--- src/rtl/mdu_seq_ctrl_pkg.sv ---
// Shared op codes, FSM state codes and small helpers for the MDU sequencer.
// Any module that needs these names imports this package.
package mdu_seq_ctrl_pkg;

    typedef enum logic [2:0] {
        OP_NOP   = 3'd0,
        OP_MULT  = 3'd1,
        OP_MULTU = 3'd2,
        OP_DIV   = 3'd3,
        OP_DIVU  = 3'd4,
        OP_MTHI  = 3'd5,
        OP_MTLO  = 3'd6,
        OP_MF    = 3'd7
    } mdu_op_e;

    typedef enum logic [1:0] {
        S_IDLE = 2'd0,
        S_MUL  = 2'd1,
        S_DIV  = 2'd2,
        S_FIX  = 2'd3
    } mdu_state_e;

    function automatic logic op_is_signed(input logic [2:0] op);
        return (op == OP_MULT) || (op == OP_DIV);
    endfunction

endpackage

--- src/rtl/mdu_seq_ctrl_if.sv ---
// Bundle of signals between the ID/EXE pipeline (master) and the MDU (slave).
// The pipeline drives op/operands; the MDU returns HI/LO, busy and stall.
interface mdu_seq_ctrl_if #(parameter int WIDTH = 32);

    // Handshake: i_MDU_valid qualifies i_MDU_op/rs/rt for the current cycle. A valid
    // non-NOP op is taken at the next posedge unless o_MDU_stall is high in that cycle
    // (stall is the inverse of ready); a stalled op must be held and re-presented.
    logic             i_MDU_valid;
    logic [2:0]       i_MDU_op;
    logic [WIDTH-1:0] i_MDU_rs;
    logic [WIDTH-1:0] i_MDU_rt;
    logic [WIDTH-1:0] o_MDU_hi;
    logic [WIDTH-1:0] o_MDU_lo;
    logic             o_MDU_busy;
    logic             o_MDU_stall;

    modport master (
        output i_MDU_valid, i_MDU_op, i_MDU_rs, i_MDU_rt,
        input  o_MDU_hi, o_MDU_lo, o_MDU_busy, o_MDU_stall
    );

    modport slave (
        input  i_MDU_valid, i_MDU_op, i_MDU_rs, i_MDU_rt,
        output o_MDU_hi, o_MDU_lo, o_MDU_busy, o_MDU_stall
    );

endinterface

--- src/rtl/mdu_seq_ctrl_iter.sv ---
// Iteration datapath: one shift-add multiply step or one restoring divide step per cycle.
// Operates on magnitudes; the final sign fix is applied combinationally on the outputs.
module mdu_seq_ctrl_iter #(
    parameter int WIDTH = 32
) (
    input  logic             i_clk,
    input  logic             i_load,
    input  logic             i_step_mul,
    input  logic             i_step_div,
    input  logic [WIDTH-1:0] i_a,
    input  logic [WIDTH-1:0] i_b,
    input  logic             i_is_div,
    input  logic             i_neg_main,
    input  logic             i_neg_rem,
    output logic [WIDTH-1:0] o_hi,
    output logic [WIDTH-1:0] o_lo
);

    // Multiply: low half holds the multiplier, upper half the partial product.
    // Divide: low half holds the dividend/quotient, upper half the remainder.
    logic [2*WIDTH-1:0] r_acc;
    logic [WIDTH-1:0]   r_opnd;

    logic [WIDTH:0]     w_mul_sum;
    logic [WIDTH:0]     w_div_shift;
    logic               w_div_ge;
    logic [WIDTH-1:0]   w_div_sub;
    logic [2*WIDTH-1:0] w_prod;

    assign w_mul_sum   = {1'b0, r_acc[2*WIDTH-1:WIDTH]} + (r_acc[0] ? {1'b0, r_opnd} : '0);
    assign w_div_shift = r_acc[2*WIDTH-1:WIDTH-1];
    assign w_div_ge    = (w_div_shift >= {1'b0, r_opnd});
    // Remainder always stays below the divisor, so the low WIDTH bits of the difference suffice.
    assign w_div_sub   = w_div_shift[WIDTH-1:0] - r_opnd;

    always_ff @(posedge i_clk) begin
        if (i_load) begin
            r_acc  <= {{WIDTH{1'b0}}, i_a};
            r_opnd <= i_b;
        end else if (i_step_mul) begin
            r_acc <= {w_mul_sum, r_acc[WIDTH-1:1]};
        end else if (i_step_div) begin
            r_acc <= {(w_div_ge ? w_div_sub : w_div_shift[WIDTH-1:0]),
                      r_acc[WIDTH-2:0], w_div_ge};
        end
    end

    always_comb begin
        w_prod = i_neg_main ? -r_acc : r_acc;
        o_hi   = w_prod[2*WIDTH-1:WIDTH];
        o_lo   = w_prod[WIDTH-1:0];
        if (i_is_div) begin
            o_lo = i_neg_main ? -r_acc[WIDTH-1:0] : r_acc[WIDTH-1:0];
            o_hi = i_neg_rem ? -r_acc[2*WIDTH-1:WIDTH] : r_acc[2*WIDTH-1:WIDTH];
        end
    end

endmodule

--- src/rtl/mdu_seq_ctrl.sv ---
// Multiply/divide sequencer and HI/LO owner beside the EXE stage ALU.
// Holds the FSM, iteration counter, sign flags, HI/LO and the pipeline stall.
module mdu_seq_ctrl
    import mdu_seq_ctrl_pkg::*;
#(
    parameter int WIDTH = 32,
    parameter int CNT_W = 6
) (
    input  logic         i_MDU_clk,
    input  logic         i_MDU_rst,
    mdu_seq_ctrl_if.slave bus,
    output mdu_state_e   o_MDU_dbg_state
);

    mdu_state_e       r_state;
    mdu_state_e       w_next_state;
    logic [CNT_W-1:0] r_cnt;
    logic             r_busy;
    logic [WIDTH-1:0] r_hi;
    logic [WIDTH-1:0] r_lo;
    logic             r_is_div;
    logic             r_neg_main;
    logic             r_neg_rem;
    logic             r_div0;
    logic [WIDTH-1:0] r_rs_raw;

    logic             w_accept;
    logic             w_start_mul;
    logic             w_start_div;
    logic             w_rs_neg;
    logic             w_rt_neg;
    logic [WIDTH-1:0] w_rs_mag;
    logic [WIDTH-1:0] w_rt_mag;
    logic             w_step_mul;
    logic             w_step_div;
    logic             w_write;
    logic             w_last;
    logic [WIDTH-1:0] w_core_hi;
    logic [WIDTH-1:0] w_core_lo;

    assign w_accept    = bus.i_MDU_valid && (bus.i_MDU_op != OP_NOP) && (r_state == S_IDLE);
    assign w_start_mul = w_accept && ((bus.i_MDU_op == OP_MULT) || (bus.i_MDU_op == OP_MULTU));
    assign w_start_div = w_accept && ((bus.i_MDU_op == OP_DIV) || (bus.i_MDU_op == OP_DIVU));
    assign w_rs_neg    = op_is_signed(bus.i_MDU_op) && bus.i_MDU_rs[WIDTH-1];
    assign w_rt_neg    = op_is_signed(bus.i_MDU_op) && bus.i_MDU_rt[WIDTH-1];
    // Negating the most-negative value yields itself, which read unsigned is the right magnitude.
    assign w_rs_mag    = w_rs_neg ? -bus.i_MDU_rs : bus.i_MDU_rs;
    assign w_rt_mag    = w_rt_neg ? -bus.i_MDU_rt : bus.i_MDU_rt;
    assign w_last      = (r_cnt == CNT_W'(WIDTH - 1));

    always_ff @(posedge i_MDU_clk) begin
        if (i_MDU_rst) r_state <= S_IDLE;
        else           r_state <= w_next_state;
    end

    always_comb begin
        w_next_state = r_state;
        w_step_mul   = 1'b0;
        w_step_div   = 1'b0;
        w_write      = 1'b0;
        case (r_state)
            S_IDLE: begin
                if (w_start_mul)      w_next_state = S_MUL;
                else if (w_start_div) w_next_state = S_DIV;
            end
            S_MUL: begin
                w_step_mul = 1'b1;
                if (w_last) w_next_state = S_FIX;
            end
            S_DIV: begin
                w_step_div = 1'b1;
                if (w_last) w_next_state = S_FIX;
            end
            S_FIX: begin
                w_write      = 1'b1;
                w_next_state = S_IDLE;
            end
            default: w_next_state = S_IDLE;
        endcase
    end

    always_ff @(posedge i_MDU_clk) begin
        if (w_start_mul || w_start_div) begin
            r_is_div   <= w_start_div;
            r_neg_main <= w_rs_neg ^ w_rt_neg;
            r_neg_rem  <= w_rs_neg;
            r_div0     <= (bus.i_MDU_rt == '0);
            r_rs_raw   <= bus.i_MDU_rs;
        end
    end

    always_ff @(posedge i_MDU_clk) begin
        if (i_MDU_rst) begin
            r_cnt  <= '0;
            r_busy <= 1'b0;
            r_hi   <= '0;
            r_lo   <= '0;
        end else begin
            if (w_start_mul || w_start_div) begin
                r_cnt  <= '0;
                r_busy <= 1'b1;
            end else if (w_step_mul || w_step_div) begin
                r_cnt <= r_cnt + CNT_W'(1);
            end
            if (w_write) begin
                r_busy <= 1'b0;
                if (r_is_div && r_div0) begin
                    r_hi <= r_rs_raw;
                    r_lo <= '1;
                end else begin
                    r_hi <= w_core_hi;
                    r_lo <= w_core_lo;
                end
            end else if (w_accept && (bus.i_MDU_op == OP_MTHI)) begin
                r_hi <= bus.i_MDU_rs;
            end else if (w_accept && (bus.i_MDU_op == OP_MTLO)) begin
                r_lo <= bus.i_MDU_rs;
            end
        end
    end

    mdu_seq_ctrl_iter #(.WIDTH(WIDTH)) u_iter (
        .i_clk      (i_MDU_clk),
        .i_load     (w_start_mul || w_start_div),
        .i_step_mul (w_step_mul),
        .i_step_div (w_step_div),
        .i_a        (w_start_mul ? w_rt_mag : w_rs_mag),
        .i_b        (w_start_mul ? w_rs_mag : w_rt_mag),
        .i_is_div   (r_is_div),
        .i_neg_main (r_neg_main),
        .i_neg_rem  (r_neg_rem),
        .o_hi       (w_core_hi),
        .o_lo       (w_core_lo)
    );

    assign bus.o_MDU_hi     = r_hi;
    assign bus.o_MDU_lo     = r_lo;
    assign bus.o_MDU_busy   = r_busy;
    assign bus.o_MDU_stall  = r_busy && bus.i_MDU_valid && (bus.i_MDU_op != OP_NOP);
    assign o_MDU_dbg_state  = r_state;

endmodule

--- src/flat_wrapper.sv ---
// flat-port wrapper written by rule: the top's interface ports become plain ports
module mdu_seq_ctrl_flat import mdu_seq_ctrl_pkg::*;
#(
    parameter int WIDTH = 32,
    parameter int CNT_W = 6
)
  (i_MDU_clk, i_MDU_rst, o_MDU_dbg_state, bus_i_MDU_valid, bus_i_MDU_op, bus_i_MDU_rs, bus_i_MDU_rt, bus_o_MDU_hi, bus_o_MDU_lo, bus_o_MDU_busy, bus_o_MDU_stall);
  mdu_seq_ctrl_if #(.WIDTH(WIDTH)) bus_i ();
  input  logic i_MDU_clk;
  input  logic i_MDU_rst;
  output mdu_state_e o_MDU_dbg_state;
  input wire logic [$bits(bus_i.i_MDU_valid)-1:0] bus_i_MDU_valid;
  input wire logic [$bits(bus_i.i_MDU_op)-1:0] bus_i_MDU_op;
  input wire logic [$bits(bus_i.i_MDU_rs)-1:0] bus_i_MDU_rs;
  input wire logic [$bits(bus_i.i_MDU_rt)-1:0] bus_i_MDU_rt;
  output wire logic [$bits(bus_i.o_MDU_hi)-1:0] bus_o_MDU_hi;
  output wire logic [$bits(bus_i.o_MDU_lo)-1:0] bus_o_MDU_lo;
  output wire logic [$bits(bus_i.o_MDU_busy)-1:0] bus_o_MDU_busy;
  output wire logic [$bits(bus_i.o_MDU_stall)-1:0] bus_o_MDU_stall;
  assign bus_i.i_MDU_valid = bus_i_MDU_valid;
  assign bus_i.i_MDU_op = bus_i_MDU_op;
  assign bus_i.i_MDU_rs = bus_i_MDU_rs;
  assign bus_i.i_MDU_rt = bus_i_MDU_rt;
  assign bus_o_MDU_hi = bus_i.o_MDU_hi;
  assign bus_o_MDU_lo = bus_i.o_MDU_lo;
  assign bus_o_MDU_busy = bus_i.o_MDU_busy;
  assign bus_o_MDU_stall = bus_i.o_MDU_stall;
  mdu_seq_ctrl #(.WIDTH(WIDTH), .CNT_W(CNT_W)) u_core (.i_MDU_clk(i_MDU_clk), .i_MDU_rst(i_MDU_rst), .bus(bus_i), .o_MDU_dbg_state(o_MDU_dbg_state));
endmodule
--- config.mk ---
export PLATFORM = sky130hd
export DESIGN_NAME = mdu_seq_ctrl_flat
export DESIGN_NICKNAME = d
export VERILOG_FILES = /design/src/rtl/mdu_seq_ctrl_pkg.sv /design/src/rtl/mdu_seq_ctrl_if.sv /design/src/rtl/mdu_seq_ctrl_iter.sv /design/src/rtl/mdu_seq_ctrl.sv /design/src/flat_wrapper.sv
export SDC_FILE = /design/constraint.sdc
export NUM_CORES = 1
export LEC_CHECK = 0
export CAP_MARGIN = 25
export CORE_ASPECT_RATIO = 1.4
export CORE_MARGIN = 3
export CORE_UTILIZATION = 55
export DETAILED_ROUTE_END_ITERATION = 10
export DONT_BUFFER_PORTS = 1
export GPL_TIMING_DRIVEN = 0
export PLACE_DENSITY = 0.69
export SLEW_MARGIN = 10
export SYNTH_ARGS = -nofsm -noshare
export SYNTH_HDL_FRONTEND = slang
export SYNTH_HIERARCHICAL = 1
export SYNTH_SLANG_ARGS = --single-unit
--- constraint.sdc ---
create_clock -name i_MDU_clk -period 6.1 [get_ports i_MDU_clk]
set_input_delay 0.915 -clock i_MDU_clk [delete_from_list [all_inputs] [get_ports i_MDU_clk]]
set_output_delay 0.915 -clock i_MDU_clk [all_outputs]
set_load 0.005 [all_outputs]
### Word-level counts from Yosys, hierarchy flattened

Index checks and enable logic that the tools add are counted.

* add/subtract/negate cells: 8
* order comparisons: 1
* equal/unequal tests: 13
* multiplexer cells: 28
* bitwise gates (word level): 1
* reductions and logical operators: 28

Operators by type and width (count)
* 32-bit two-way mux: 18
* 64-bit two-way mux: 3
* 32-bit negator: 4
* 64-bit negator: 1
* 32-bit by 33-bit adder with 33-bit output: 1
* 33-bit by 32-bit >= comparator with 1-bit output: 1
* 32-bit zero test: 1
* 32-bit subtractor: 1
* 1-bit logical AND: 11
* 3-bit == test (second input constant): 3
* 6-bit by 1-bit adder with 6-bit output (second input constant): 1
* 3-bit by 2-bit == test with 1-bit output (second input constant): 2
* 6-bit by 5-bit == test with 1-bit output (second input constant): 1
* 2-bit two-way mux: 3
* 2-bit one-hot mux with 3 select lines: 1
* 2-bit nonzero test: 3
* 3-bit nonzero test: 2
* 2-bit OR reduction: 3
* 1-bit logical OR: 5
* 2-bit == test (second input constant): 2
* 2-bit by 1-bit inequality test with 1-bit output (second input constant): 2
* 2-bit AND reduction: 2
* 3-bit by 1-bit == test with 1-bit output (second input constant): 1
* 1-bit two-way mux: 3
* 4 further kinds: 4

* bits in registers: 205
* bits of input ports: 70
* output and inout port bits: 68

### Logic depth before layout (Yosys ltp)

Gate-level depths: netlist (run 1).

* word-level depth: 7
* gate-level depth with buffers: 16
* gate-level depth less buffers: 15

### By module

Netlist (run 1), hierarchy kept.

By module, submodules not included
* mdu_seq_ctrl_iter: times used 1, cells each 1132, area each 9310.2 sq um
* mdu_seq_ctrl: times used 1, cells each 787, area each 6595.1 sq um

### Worst setup path after synthesis (run 1)

No wires, ideal clock.

* path type: input port to flip-flop
* start point: in bus_i_MDU_op[0]
* end point: reg u_core.u_iter.r_acc[0] (enable)
* setup time: 0.389 ns
* data arrival time: 4.558 ns
* data required time: 5.711 ns
* path slack: 1.153 ns
* stages: 9
* cell sequence: clkbuf_1 -> or3b_2 -> a21oi_1 -> nor2_1 -> inv_1 -> clkbuf_1 -> nor2_1 -> clkbuf_1 -> nand2_1

* word-level cells in the longest chain between the ends: 6

RTL lines
* start, declared: line flat_wrapper.sv:13 `input wire logic [$bits(bus_i.i_MDU_op)-1:0] bus_i_MDU_op;`
* 3-bit nonzero test: line mdu_seq_ctrl.sv:41 `assign w_accept = bus.i_MDU_valid && (bus.i_MDU_op != OP_NOP) && (r_state == S_IDLE);`
* 1-bit logical AND (2 in series): line mdu_seq_ctrl.sv:41
* 1-bit logical AND *: line mdu_seq_ctrl.sv:43 `assign w_start_div = w_accept && ((bus.i_MDU_op == OP_DIV) || (bus.i_MDU_op == OP_DIVU));`
* named net u_core.w_start_div: line mdu_seq_ctrl.sv:29 `logic w_start_div;`
* 1-bit logical OR *: line mdu_seq_ctrl.sv:124 `.i_load (w_start_mul || w_start_div),`
* 3-bit nonzero test (no line) *
* end signal, assigned: line mdu_seq_ctrl_iter.sv:38 `r_acc <= {{WIDTH{1'b0}}, i_a};`
* end signal, assigned: line mdu_seq_ctrl_iter.sv:41 `r_acc <= {w_mul_sum, r_acc[WIDTH-1:1]};`
* end signal, assigned: line mdu_seq_ctrl_iter.sv:43 `r_acc <= {(w_div_ge ? w_div_sub : w_div_shift[WIDTH-1:0]),`
* end, declared: line mdu_seq_ctrl_iter.sv:21 `logic [2*WIDTH-1:0] r_acc;`

The timed path passes the listed nets; every way through them passes the cells marked *.
A chain may end at the register's enable or synchronous reset.

### Worst setup path in the final report (run 1)

* start point: reg u_core.u_iter.r_acc[0]
* end point: reg u_core.u_iter.r_acc[62]

* word-level cells in the longest chain between the ends: 3

RTL lines
* 32-bit two-way mux: line mdu_seq_ctrl_iter.sv:30 `assign w_mul_sum = {1'b0, r_acc[2*WIDTH-1:WIDTH]} + (r_acc[0] ? {1'b0, r_opnd} : '0);`
* 32-bit by 33-bit adder with 33-bit output: line mdu_seq_ctrl_iter.sv:30
* 64-bit two-way mux: line mdu_seq_ctrl_iter.sv:40 `end else if (i_step_mul) begin`

No other way between the ends.

==> flow_summary.ini, run 1 <==
[clock_tree]
cts_sinks = 205
cts.clk_slew.worst_paths_ps = 70
postCtsResizedCells = 0
cts_root_buffer = clkbuf_16
max-clock-path-buffers = 3
cts_buffers = 22
post_cts_buffers = 0
h-tree-depth = 1
cts_tree = done
holdBufCountCts = 0
clk_latency_ps = 530

[yosys]
ys_ff_latch = 205
syn_inst = 1919
ys.flop_type = dfxtp_1
ys_warn_count = 6
ys_types = 87
synthArstFlopShare = 0
synth_edf_count = 100
syn_area_um2 = 15900
syn_area_per_cell_um2 = 8.29
synth_nets = 2064
yosysSeqAreaShare = 0.321

[detailed_routing]
wirelength_mm = 58.5
drt_iter0_drc = 1197
drtAntennaViolNets = 0
viasPerCell = 6.50
drc_errors = 0
vias = 15200
dr.pass1.iters = 6
avgRoutedWirePerCell_um = 25.0

[timing]
fmax_mhz = 216
fin_ws_ps = 1480
max_slew_margin = 0.347
fin_tns_setup_ps = 0
hold_violations = 0
slew_violations = 0
rsz0062_at_grt = no
fin_worst_skew_ps = 12.9
min_period_ps = 4620
timing.final.crit_share = 0.758
setup_viol = 0
tightest_slew_ps = 970
hold_slack_ps = 475

[setup_path]
cp.arrival_ps = 5030
critPathMaxFanout = 10
crit_required_ps = 6510
start_kind = register
worstSetupEndpointType = register
critPathKind = reg2reg

[power]
power_frac_seq = 0.305
powerDensity_nw_per_um2 = 441
totalPowerFinal_uw = 7580
switchingPower_uw = 3460
peakVddDrop_v = 0.000357
swShare = 0.457
p_clk_frac = 0.180
comb_power_share = 0.515
leakagePower_uw = 0.00644
power.internal_uw = 4120

[final_layout]
final_area_um2 = 17200
drive_gt1_frac = 0.0453
diodes = 0
syn2layout_area_growth_pct = 7.95
layout.nets = 2092

[placed_design]
io_buffers = 0
dp_slack_ps = 1400
gp_congestion = 1.00
place_hpwl_mm = 46.2
dpl-instance-area_um2 = 16400

[floorplanning]
ioPinCount = 138
dieArea_um2 = 31000
initial_core_util = 0.560
fp.coreArea_um2 = 28400
rows = 73
die_w_um = 150
die_y_um = 207

[status]
outcome = complete, no violations

[min_path]
min_path_type = in2reg

[global_routing]
antenna_found_initial = 0
grt_pass1_wl_mm = 87.4
grt_max_degree = 69
grt_pass1_vias = 15100
grt_overflow = 0
grtUsageTotal = 0.365

[run]
cap_violations = 0
[worst paths after layout]
kind,start,end,slack [ps],depth (start not counted)
hold / removal,bus_i_MDU_rs[13],u_core/r_rs_raw[13]$_DFFE_PP_,480,0
hold reg to reg,u_core/bus.o_MDU_hi[24]$_SDFFE_PP0P_,u_core/bus.o_MDU_hi[24]$_SDFFE_PP0P_,520,2
setup / recovery,u_core/u_iter/r_acc[0]$_DFFE_PP_,u_core/u_iter/r_acc[62]$_SDFFE_PP0P_,1480,13
setup reg to reg,u_core/u_iter/r_acc[0]$_DFFE_PP_,u_core/u_iter/r_acc[62]$_SDFFE_PP0P_,1480,13
[layout make-up]
class,count,area [um2]
Clock inverter,10,103
Fill cell,2664,11200
Sequential cell,205,5100
Multi-Input combinational cell,1541,10100
Timing Repair Buffer,4,65.1
Clock buffer,30,622
Tap cell,375,469
Inverter,65,246
Buffer,108,425
[critical path, cell delays in order (launching register included)]
cell	delay (ps)
edfxtp_1	540
inv_1	220
clkbuf_1	620
nor2_1	100
ha_1	360
inv_1	80
or4_1	620
or3_1	350
o22ai_1	330
o21ai_1	280
nor2b_1	220
o41ai_2	350
mux2i_1	300
a22oi_1	120
[through the flow]
step / cells / util
final: 2338 / 0.604
after CTS: 2338 / 0.604
after floorplan: 1919 / -
after detailed placement: 2298 / 0.579
after global routing: 2338 / 0.604
after global placement: 2294 / 0.576
[sequential cells by signal, indices dropped and copies added (netlist names)]
signal and flops:
u_core/bus.o_MDU_busy 1, u_core/bus.o_MDU_hi 32, u_core/bus.o_MDU_lo 32, u_core/o_MDU_dbg_state 2, u_core/r_cnt 6, u_core/r_div0 1, u_core/r_is_div 1, u_core/r_neg_main 1
u_core/r_neg_rem 1, u_core/r_rs_raw 32, u_core/u_iter/r_acc 64, u_core/u_iter/r_opnd 32
[layer usage]
metal,part of all wire,GRT usage,vias up
met4,0.067,0.213,0
met2,0.50,0.648,669
li1,-,-,7101
met3,0.071,0.0638,201
met5,0,0,-
met1,0.36,0.405,7215
[kinds of logic after synthesis]
group / share of synthesized area
flops: 0.321
mux: 0.0625
simple gates: 0.180
compound gates: 0.241
fa+ha+maj: 0.0599
xor+xnor: 0.0936
buf+inv: 0.0421
[cell usage after synthesis (all sizes together), types with 5 or more instances]
master / instances / area (um2)
clkbuf: 94 / 353
nor3: 33 / 170
o211ai: 7 / 52.6
a31oi: 14 / 87.6
dfxtp: 105 / 2100
nor2: 194 / 749
or4: 17 / 139
o31ai: 31 / 238
and2: 10 / 62.6
a22oi: 33 / 248
o21ai: 170 / 866
ha: 73 / 913
nor3b: 6 / 45.0
edfxtp: 100 / 3000
a211o: 5 / 43.8
or2: 9 / 56.3
a21oi: 165 / 826
nor4: 19 / 140
a311oi: 34 / 298
nand2b: 18 / 123
a211oi: 15 / 113
mux2i: 97 / 971
o41ai: 10 / 133
o22ai: 14 / 87.6
or3: 29 / 186
a31o: 5 / 43.8
nor2b: 11 / 68.8
nand2: 191 / 717
inv: 65 / 244
xnor2: 113 / 990
a21o: 35 / 263
nand4: 19 / 119
a221oi: 8 / 70.1
xor2: 57 / 499
nand3: 18 / 95.1
o21a: 10 / 75.1
o21bai: 7 / 52.6
buf: 14 / 72.6
and3: 9 / 56.3
[cells in the final DEF, fill, tap and decap left out, types with 28 or more instances in the layout]
cell type	instances
a21o_1	35
a311oi_1	34
o31ai_1	30
or3_1	28
a21oi_1	165
nand2_1	190
xnor2_1	113
edfxtp_1	100
a22oi_1	33
dfxtp_1	105
nor2_1	191
ha_1	73
o21ai_0	161
inv_1	64
nor3_1	32
clkbuf_1	99
xor2_1	57
mux2i_1	97
[power groups by stage]
stage	Sequential [uW]	Combinational [uW]	Clock, uW
floorplan	2130	2830	0
global placement	2320	3740	0
detailed placement	2310	3790	0
CTS	2290	3830	1380
global route	2340	4250	1430
finish	2310	3900	1370
(Power assumes the default switching activity.)
==> run 2: changes to the inputs <==
==> constraint.sdc (replaced) <==
create_clock -name i_MDU_clk -period 4.3 [get_ports i_MDU_clk]
set_input_delay 0.645 -clock i_MDU_clk [delete_from_list [all_inputs] [get_ports i_MDU_clk]]
set_output_delay 0.645 -clock i_MDU_clk [all_outputs]
set_load 0.005 [all_outputs]
==> run 2 against run 1 <==
Net effect:
- non-clock buffer count is 1 higher
- die area stayed put
- total power is 44% higher
- clock power is 57% higher
- critical path depth stayed put
- setup slack worse by 1400 ps
- register-to-register slack worse by 1400 ps
- design area is 0.68% higher
- first-iteration DRC count is 2.8% lower
- utilization is 0.41 points higher
- routed wire length is 0.48% lower
- critical endpoint unchanged
- largest cell class unchanged
- largest power group unchanged
==> flow_summary.ini, run 2 (synthesis gave the netlist of run 1 again) <==
[placed_design]
gp_congestion = 0.983
io_buffers = 0
place_hpwl_mm = 46.1
dpl-instance-area_um2 = 16400

[power]
power.internal_uw = 6010
peakVddDrop_v = 0.000458
power_frac_seq = 0.299
swShare = 0.451
switchingPower_uw = 4940
p_clk_frac = 0.197
comb_power_share = 0.504
powerDensity_nw_per_um2 = 633
leakagePower_uw = 0.00649

[final_layout]
diodes = 0
drive_gt1_frac = 0.0519
final_area_um2 = 17300
top_register = u_core/u_iter/r_acc
layout.nets = 2094
final_cell_mix = nand2_1, nor2_1, a21oi_1
largest_reg_flops = 64
final_util = 0.609
syn2layout_area_growth_pct = 8.68
fillers = 2592

[setup_path]
critPathKind = reg2reg
start_kind = register
crit_required_ps = 4710
critPathMaxFanout = 10
worstSetupEndpointType = register
cp.arrival_ps = 4680

[timing]
setup_viol = 0
hold_violations = 0
rsz0062_at_grt = no
hold_slack_ps = 201
tightest_slew_ps = 985
min_period_ps = 4270
fmax_mhz = 234
slew_violations = 0
timing.final.crit_share = 0.993
fin_worst_skew_ps = 14.3
max_slew_margin = 0.338

[min_path]
min_path_type = in2reg

[floorplanning]
die_w_um = 150
ioPinCount = 138
die_y_um = 207
initial_core_util = 0.560
rows = 73
dieArea_um2 = 31000
fp.coreArea_um2 = 28400

[global_routing]
antenna_found_initial = 0
grt_overflow = 0
grt_max_degree = 41
grt_pass1_wl_mm = 87.7
grtUsageTotal = 0.364
grt_pass1_vias = 15300

[detailed_routing]
vias = 15300
avgRoutedWirePerCell_um = 24.9
drc_errors = 0
dr.pass1.iters = 6
drtAntennaViolNets = 0
viasPerCell = 6.54
wirelength_mm = 58.2
drt_iter0_drc = 1163

[clock_tree]
cts_root_buffer = clkbuf_16
cts_sinks = 205
clk_latency_ps = 540
cts_tree = done
cts.clk_slew.worst_paths_ps = 70
cts_buffers = 22
max-clock-path-buffers = 3
h-tree-depth = 1

[run]
cap_violations = 0

[status]
outcome = complete, no violations
run 2: power groups by stage:
stage | Sequential [uW] | Clock, uW | Combinational (uW)
detailed placement | 3270 | 0 | 5350
global placement | 3280 | 0 | 5260
global route | 3310 | 2230 | 6030
floorplan | 3020 | 0 | 4010
finish | 3270 | 2150 | 5520
CTS | 3230 | 2170 | 5410
run 2: path summary, 6_finish.rpt:
check                                                    startpoint                                    to  slack [ps]  cells after the start
worst min-delay path                               bus_i_MDU_rs[15]         u_core/r_rs_raw[15]$_DFFE_PP_         200                      0
worst min register to register  u_core/bus.o_MDU_hi[2]$_SDFFE_PP0P_   u_core/bus.o_MDU_hi[2]$_SDFFE_PP0P_         520                      2
worst max-delay path               u_core/u_iter/r_acc[0]$_DFFE_PP_  u_core/u_iter/r_acc[62]$_SDFFE_PP0P_          30                     13
worst max register to register     u_core/u_iter/r_acc[0]$_DFFE_PP_  u_core/u_iter/r_acc[62]$_SDFFE_PP0P_          30                     13
run 2: worst max-delay path, cell delays in order, from the launching register on:
cell,delay (ps)
edfxtp_1,530
inv_1,210
buf_2,330
nor2_1,80
ha_1,290
inv_1,80
or4_1,630
or3_1,340
o22ai_1,410
o21ai_1,300
nor2b_1,230
o41ai_2,300
mux2i_1,290
a22oi_1,110
run 2: layer usage:
layer  GRT usage  routed length (um)  vias up
met2       0.649               29300      734
met4       0.212                4040        0
li1            -                   -     7096
met3      0.0563                4140      216
met1       0.405               20700     7256
met5           0                   0        -
run 2: stage by stage:
stage	instances	setup TNS (ps)	setup slack (ps)	total power [uW]
finish	2340	0	30.9	10900
global route	2340	0	8.26	11600
CTS	2340	0	59.6	10800
detailed placement	2298	-21370	-483	8620
global placement	2294	-75480	-1940	8550
floorplan	1919	0	72.0	7030
run 2: area by class of cell:
class / count / area, um2 / area share
Sequential cell: 205 / 5100 / 0.295
Timing Repair inverter: 1 / 5.00 / 0.000290
Clock inverter: 15 / 203 / 0.0117
Tap cell: 375 / 469 / 0.0271
Timing Repair Buffer: 5 / 65.1 / 0.00376
Multi-Input combinational cell: 1541 / 10100 / 0.586
Buffer: 108 / 430 / 0.0249
Inverter: 65 / 248 / 0.0143
Clock buffer: 25 / 626 / 0.0362
run 2: repair_timing:
action | in CTS | in global routing
hold buffers | 0 | 0
endpoints found under the setup margin | 45 | 1
gates cloned | 1 | 0
resized for setup | 3 | 3
pin swaps | 0 | 0
buffers inserted | 1 | 0
